## src/rtl/vga_sync_gen.sv

```systemverilog
// -----------------------------------------------------------------------------
// vga_sync_gen
//   Raster timing generator for the pong display pipeline. The system clock is
//   divided down to a pixel tick, and horizontal and vertical counters walk the
//   raster (640x480@60 with the default parameters). The current pixel
//   coordinate drives the glyph and sprite renderers and the colour mux.
//
// Ports
//   clk         in   system clock, rising edge
//   rst_n       in   asynchronous active-low reset
//   en          in   run enable; low freezes counters and registered outputs
//   p_tick      out  one-clk pulse marking a pixel advance
//   x           out  horizontal count, 0..H_TOTAL-1
//   y           out  vertical count, 0..V_TOTAL-1
//   hsync       out  horizontal sync, active low
//   vsync       out  vertical sync, active low
//   video_on    out  high inside the visible window
//   frame_start out  one-clk pulse in the cycle the raster reads (0,0) after a wrap
// -----------------------------------------------------------------------------
module vga_sync_gen #(
  parameter int CLK_DIV   = 4,
  parameter int H_DISPLAY = 640,
  parameter int H_FRONT   = 16,
  parameter int H_SYNC    = 96,
  parameter int H_BACK    = 48,
  parameter int V_DISPLAY = 480,
  parameter int V_FRONT   = 10,
  parameter int V_SYNC    = 2,
  parameter int V_BACK    = 33
) (
  input  logic       clk,
  input  logic       rst_n,
  input  logic       en,
  output logic       p_tick,
  output logic [9:0] x,
  output logic [9:0] y,
  output logic       hsync,
  output logic       vsync,
  output logic       video_on,
  output logic       frame_start
);

  localparam int H_TOTAL = H_DISPLAY + H_FRONT + H_SYNC + H_BACK;
  localparam int V_TOTAL = V_DISPLAY + V_FRONT + V_SYNC + V_BACK;
  localparam int DIV_W   = (CLK_DIV > 1) ? $clog2(CLK_DIV) : 1;

  localparam logic [DIV_W-1:0] DIV_LAST = DIV_W'(CLK_DIV - 1);
  localparam logic [9:0] H_LAST   = 10'(H_TOTAL - 1);
  localparam logic [9:0] V_LAST   = 10'(V_TOTAL - 1);
  localparam logic [9:0] H_VIS    = 10'(H_DISPLAY);
  localparam logic [9:0] V_VIS    = 10'(V_DISPLAY);
  localparam logic [9:0] HS_START = 10'(H_DISPLAY + H_FRONT);
  localparam logic [9:0] HS_END   = 10'(H_DISPLAY + H_FRONT + H_SYNC);
  localparam logic [9:0] VS_START = 10'(V_DISPLAY + V_FRONT);
  localparam logic [9:0] VS_END   = 10'(V_DISPLAY + V_FRONT + V_SYNC);

  // Half-open window test [lo, hi) used for both sync pulses.
  function automatic logic in_window(input logic [9:0] v,
                                     input logic [9:0] lo,
                                     input logic [9:0] hi);
    return (v >= lo) && (v < hi);
  endfunction

  logic [DIV_W-1:0] div_cnt_q, div_cnt_d;
  logic [9:0]       x_q, x_d;
  logic [9:0]       y_q, y_d;
  logic             hsync_q, hsync_d;
  logic             vsync_q, vsync_d;
  logic             frame_start_q, frame_start_d;
  logic             p_tick_c;

  always_comb begin
    // With CLK_DIV=1 div_cnt stays at 0 == DIV_LAST, so p_tick follows en.
    p_tick_c  = en && (div_cnt_q == DIV_LAST);

    div_cnt_d = div_cnt_q;
    if (en) begin
      div_cnt_d = (div_cnt_q == DIV_LAST) ? '0 : div_cnt_q + DIV_W'(1);
    end

    x_d = x_q;
    y_d = y_q;
    if (p_tick_c) begin
      x_d = (x_q == H_LAST) ? 10'd0 : x_q + 10'd1;
      if (x_q == H_LAST) begin
        y_d = (y_q == V_LAST) ? 10'd0 : y_q + 10'd1;
      end
    end

    // Syncs are decoded from the next-state coordinate so that the registered
    // pulse lines up with the registered x/y in the same cycle.
    hsync_d       = !in_window(x_d, HS_START, HS_END);
    vsync_d       = !in_window(y_d, VS_START, VS_END);
    frame_start_d = p_tick_c && (x_q == H_LAST) && (y_q == V_LAST);
  end

  always_ff @(posedge clk or negedge rst_n) begin
    if (!rst_n) begin
      div_cnt_q     <= '0;
      x_q           <= '0;
      y_q           <= '0;
      hsync_q       <= 1'b1;
      vsync_q       <= 1'b1;
      frame_start_q <= 1'b0;
    end else begin
      div_cnt_q     <= div_cnt_d;
      x_q           <= x_d;
      y_q           <= y_d;
      hsync_q       <= hsync_d;
      vsync_q       <= vsync_d;
      frame_start_q <= frame_start_d;
    end
  end

  assign p_tick      = p_tick_c;
  assign x           = x_q;
  assign y           = y_q;
  assign hsync       = hsync_q;
  assign vsync       = vsync_q;
  assign video_on    = (x_q < H_VIS) && (y_q < V_VIS);
  assign frame_start = frame_start_q;

endmodule

```

## config.mk

```make
export PLATFORM = sky130hd
export DESIGN_NAME = vga_sync_gen
export DESIGN_NICKNAME = d
export VERILOG_FILES = /design/src/rtl/vga_sync_gen.sv
export SDC_FILE = /design/constraint.sdc
export NUM_CORES = 1
export LEC_CHECK = 0
export CAP_MARGIN = 10
export CORE_ASPECT_RATIO = 1.2
export CORE_MARGIN = 1.5
export CORE_UTILIZATION = 30
export DETAILED_ROUTE_END_ITERATION = 7
export GPL_TIMING_DRIVEN = 0
export PLACE_DENSITY = 0.6
export SYNTH_ARGS = -nofsm -noshare
export SYNTH_HDL_FRONTEND = slang
export SYNTH_SLANG_ARGS = --single-unit
```

## constraint.sdc

```tcl
create_clock -name clk -period 5.4 [get_ports clk]
set_input_delay 0.81 -clock clk [delete_from_list [all_inputs] [get_ports clk]]
set_output_delay 0.81 -clock clk [all_outputs]
set_load 0.005 [all_outputs]
```

[Yosys cells after proc, flatten, opt, wreduce, memory -nomap -nowiden]
Index checks and enable logic that the tools add are counted.
Storage, ports and cells
  register bits after elaboration: 25
  input port bits: 3
  output and inout bits: 25
Cells by class
  add/sub/neg operators: 3
  magnitude comparators: 6
  equal/unequal tests: 3
  multiplexer cells: 6
  reduce and logical (&&, ||, !) cells: 8
Operator list (count)
  10-bit 2-to-1 mux: 5
  10-bit by 1-bit adder with 10-bit output (second input constant): 2
  10-bit == test (second input constant): 2
  10-bit less-than comparator (second input constant): 2
  10-bit by 9-bit less-than comparator with 1-bit output (second input constant): 2
  10-bit greater-or-equal comparator (second input constant): 1
  10-bit by 9-bit greater-or-equal comparator with 1-bit output (second input constant): 1
  1-bit logical AND: 6
  2-bit by 1-bit adder with 2-bit output (second input constant): 1
  2-bit == test (second input constant): 1
  1-bit zero test: 2
  2-bit 2-to-1 mux: 1

[Depth between registers and ports, before layout]
  depth after elaboration: 7
  depth in mapped cells: 7

[Worst setup path before layout]
OpenSTA, ideal clock, no wires.
  path type: input to register
  start point: input port en
  end point: register vsync_q, in the netlist vsync
  data arrival time: 2.441 ns
  setup slack: 2.868 ns
  stages on the path: 6
  cell sequence: nand4_1 -> or4_1 -> buf_2 -> or4_4 -> a22oi_1 -> nand4_1
Between the ends
  word-level cells in the longest chain between the ends: 5
  elaborated cells between the ends (all ways): 6
RTL lines
  from (decl): line 33  | input logic en,
  1-bit logical AND *: line 74  | p_tick_c = en && (div_cnt_q == DIV_LAST);
  10-bit 2-to-1 mux *: line 83  | if (p_tick_c) begin
  10-bit by 9-bit greater-or-equal comparator with 1-bit output / 10-bit by 9-bit less-than comparator with 1-bit output (equally long branches): line 61  | return (v >= lo) && (v < hi);
  1-bit logical AND *: line 61
  1-bit zero test *: line 93  | vsync_d = !in_window(y_d, VS_START, VS_END);
  net vsync_d: line 68  | logic vsync_q, vsync_d;
  to (signal assigned): line 110  | vsync_q <= vsync_d;
  to (decl): line 68
The timed path passes the listed nets; every way through them passes the cells marked *.
A chain may end at the register's enable or synchronous reset.

[Worst setup path after layout]
  start point: input port en
  end point: register y_q[9], in the netlist y[9]
Between the ends
  word-level cells in the longest chain between the ends: 2
RTL lines
  1-bit logical AND: line 74
  10-bit 2-to-1 mux: line 83
  net y_d[9]: line 66  | logic [9:0] y_q, y_d;
  to (signal assigned): line 108  | y_q <= y_d;
  to (decl): line 66
The timed path passes the listed nets, and every way through them passes these cells.

==> results by group <==
Finish
  – Area delta synth->final: 27.7%
  – Register area: around 630 sq um
  – Post-layout util: 40.1%
  – Final Non-Filler Cells: 253
  – Final Cell Area: between 1500 and 2000 sq um
  – Fin nets: 203
  – Commonest cells after routing, fill and taps aside: clkdlybuf4s50_1, nand2_1, dfrtp_1
  – Fraction of layout instances using a drive strength above 1: around 6.7%
  – Filler Cell Count: between 400 and 500
  – Footprint of the multi-input gates: between 700 and 800 sq um
  – Antenna Cells: 0
  – Commonest non-fill, non-tap cell in the layout: clkdlybuf4s50_1

Clocking
  – Clock Latency Late Sink: roughly 0.27 ns
  – CTS tree: built
  – Clock Sinks: 25
  – TritonCTS buffer count: 3
  – PostCTS Resize Cnt: 0
  – CTS Hold Bufs: 0
  – Clock transition at path regs: around 0.090 ns
  – Setup Fix Bufs, Post-CTS: 0
  – Maximum clock path buffer count: 2
  – Root Driver: clkbuf_8
  – H-tree Lvls: 1

Logic synthesis
  – Mux contribution to synthesized area: under 10%
  – Synth cell types: 39
  – Post-Syn Nets: 170
  – Seq/Total Area, Yosys: between 40% and 50%
  – YS warnings: 0
  – Synthesized-area fraction occupied by xor and xnor cells: 5.43%
  – Combinational family with the most area after synthesis: simple AND/OR/NAND/NOR gates
  – Synth Area in Compound Gates: between 10% and 20%
  – Synth Instances: ~160
  – Post-Synth Adder-Cell Area: approximately 3.4%
  – Synth Cell Area: ~1500 sq um
  – Synth Area per Inst: around 9 sq um
  – Synth Area in Simple Gates: a little under a third
  – Yosys reg bits: 25

Critical path
  – Setup crit end: y[9]$_DFF_PN0_
  – Reg2Reg Launch Point: x[0]$_DFF_PN0_
  – CP startpoint: en
  – CP endpoint kind: flip-flop
  – Critical path class: primary input to flip-flop
  – Worst EP arrival: roughly 3.2 ns
  – Crit-path max FO: 10
  – R2r endpoint: y[9]$_DFF_PN0_
  – Critical path launch point type: primary input
  – R2R depth: 6
  – Critical Path RT: about 5.6 ns
  – Reg2reg setup slack: about 2.8 ns

Global routing
  – Vias in the first global route: ~1300
  – Largest net degree at the start of global routing: 26
  – Antenna violations before repair: 0
  – First-pass GRT wire length: slightly below 6000 um
  – Grt ovf: 0
  – Total global routing track utilization: about 14%

Power and ir drop
  – P_leak: just over 0.7 nW
  – Worst VDD drop: roughly 0.086 mV
  – Design Power: ~420 uW
  – Power per standard cell area: 227 nW/um^2

Placement
  – Placed instance count: between 200 and 250
  – Placed inst area: about 1800 sq um
  – PortBufs: 27
  – HPWL Detailed: roughly 2500 um
  – GP Congestion: between 0.8 and 0.9
  – Placement Setup Slack: 2.09 ns

STA
  – Fin. max-slew vios: 0
  – Worst Max-Slew Pin Slew: 0.846 ns
  – RSZ-0062 raised after global routing: false
  – Worst Clk Skew: 0.00627 ns
  – Fin. Hold Viols: 0
  – Clock period minus worst slack: 3.05 ns
  – Hold WS: approximately 0.52 ns
  – Fin crit share: 56.4%
  – Setup-failing EPs final: 0
  – Setup Total Neg Slack: 0 ns
  – Final worst slack: ~2.4 ns
  – Highest clock rate: between 0.3 and 0.4 GHz
  – Slew margin rel.: a little over two fifths

Floorplanning
  – Die Span Y: just under 80 um
  – Die span in x: about 67 um
  – Core area: approximately 4600 sq um
  – Num ports: 28
  – Initial Util: around a third
  – Num rows: 27
  – Die ar.: 5270 sq um

Routing
  – Initial DRT Pass Iterations: 4
  – Post-route ant nets: 0
  – Initial DRC count: 86
  – Drt total wl: between 3000 and 4000 um
  – WL per Instance: around 13 um
  – Drt via density: 5.25
  – DRC: 0
  – Via count: approximately 1300

Status
  – Status: finished clean

Flow run
  – Max-cap violations: 0

Hold path
  – Hold Path Class: flip-flop to flip-flop
[layout make-up]
cell class                      count  area share, %
Inverter                            7           1.42
Sequential cell                    25           33.9
Timing Repair Buffer               28           15.4
Multi-Input combinational cell    124           41.5
Tap cell                           58           3.91
Clock buffer                        4           2.43
Buffer                              7           1.48
[worst min-delay path by stage]
stage	start	to	depth (start not counted)
after CTS	div_cnt_q[1]$_DFFE_PN0P_	div_cnt_q[1]$_DFFE_PN0P_	1
final	div_cnt_q[1]$_DFFE_PN0P_	div_cnt_q[1]$_DFFE_PN0P_	1
after detailed placement	div_cnt_q[1]$_DFFE_PN0P_	div_cnt_q[1]$_DFFE_PN0P_	1
after floorplan	div_cnt_q[1]$_DFFE_PN0P_	div_cnt_q[1]$_DFFE_PN0P_	1
after global routing	div_cnt_q[1]$_DFFE_PN0P_	div_cnt_q[1]$_DFFE_PN0P_	1
after global placement	div_cnt_q[1]$_DFFE_PN0P_	div_cnt_q[1]$_DFFE_PN0P_	1
[worst max-delay path: stages]
cell and delay [ns]:
clkdlybuf4s50_1 0.54, nand4_1 0.26, nor4_1 0.79, clkbuf_1 0.41, o21ai_0 0.16, a21bo_2 0.23
[kinds of logic (layout without fill, tap and decap cells)]
logic type | count (synthesis) | count (layout)
and+or+nand+nor | 83 | 83
AOI/OAI and AO/OA | 26 | 26
muxes | 2 | 2
DFF | 25 | 25
buffers and inverters | 14 | 46
adders and majority gates | 4 | 4
xor gates and xnor gates | 9 | 9
[synth_stat cells (all sizes together)]
library cell / count / area share [%]
a21oi: 1 / 0.34
nor4: 5 / 2.2
buf: 1 / 0.34
and3: 1 / 0.43
nand2: 23 / 5.9
nand3: 13 / 4.5
o31ai: 3 / 1.6
inv: 7 / 1.8
or3: 3 / 1.6
nor2: 11 / 2.8
dfstp: 2 / 3.6
ha: 4 / 3.4
nor4bb: 1 / 0.69
a21o: 1 / 0.52
or4: 5 / 2.8
o311ai: 1 / 0.60
a41oi: 1 / 0.60
nor3b: 2 / 1.0
a21bo: 2 / 1.4
nand4b: 1 / 0.60
o211ai: 2 / 1.0
a2bb2oi: 1 / 0.60
nor2b: 1 / 0.43
a22oi: 3 / 1.6
nand4: 6 / 2.6
dfrtp: 23 / 40
o21ai: 9 / 3.1
and2: 3 / 1.3
clkbuf: 6 / 1.6
xor2: 3 / 1.8
nor3: 6 / 2.1
and4: 1 / 0.60
a211o: 1 / 0.60
mux2: 2 / 1.6
xnor2: 6 / 3.6
and4b: 1 / 0.69
a31oi: 1 / 0.43
[where the power goes]
group,internal (mW),switching (mW),total (mW)
Clock,0.0527,0.0574,0.110
Combinational,0.0491,0.0333,0.0824
Sequential,0.207,0.0223,0.229
Total,0.309,0.113,0.422
[state kept, by name, indices dropped and copies added (netlist names)]
name / flops
x: 10
y: 10
div_cnt_q: 2
frame_start: 1
hsync: 1
vsync: 1
[metal layers]
metal  share of wire [%]  vias to the layer above  GRT usage [%]
met4                 1.4                        0           5.51
met1                  48                      634           18.1
met2                  48                       26           24.2
met5                   0                        -              0
li1                    -                      662              -
met3                 2.9                        5           1.98
Power figures use the tool's default switching activity.
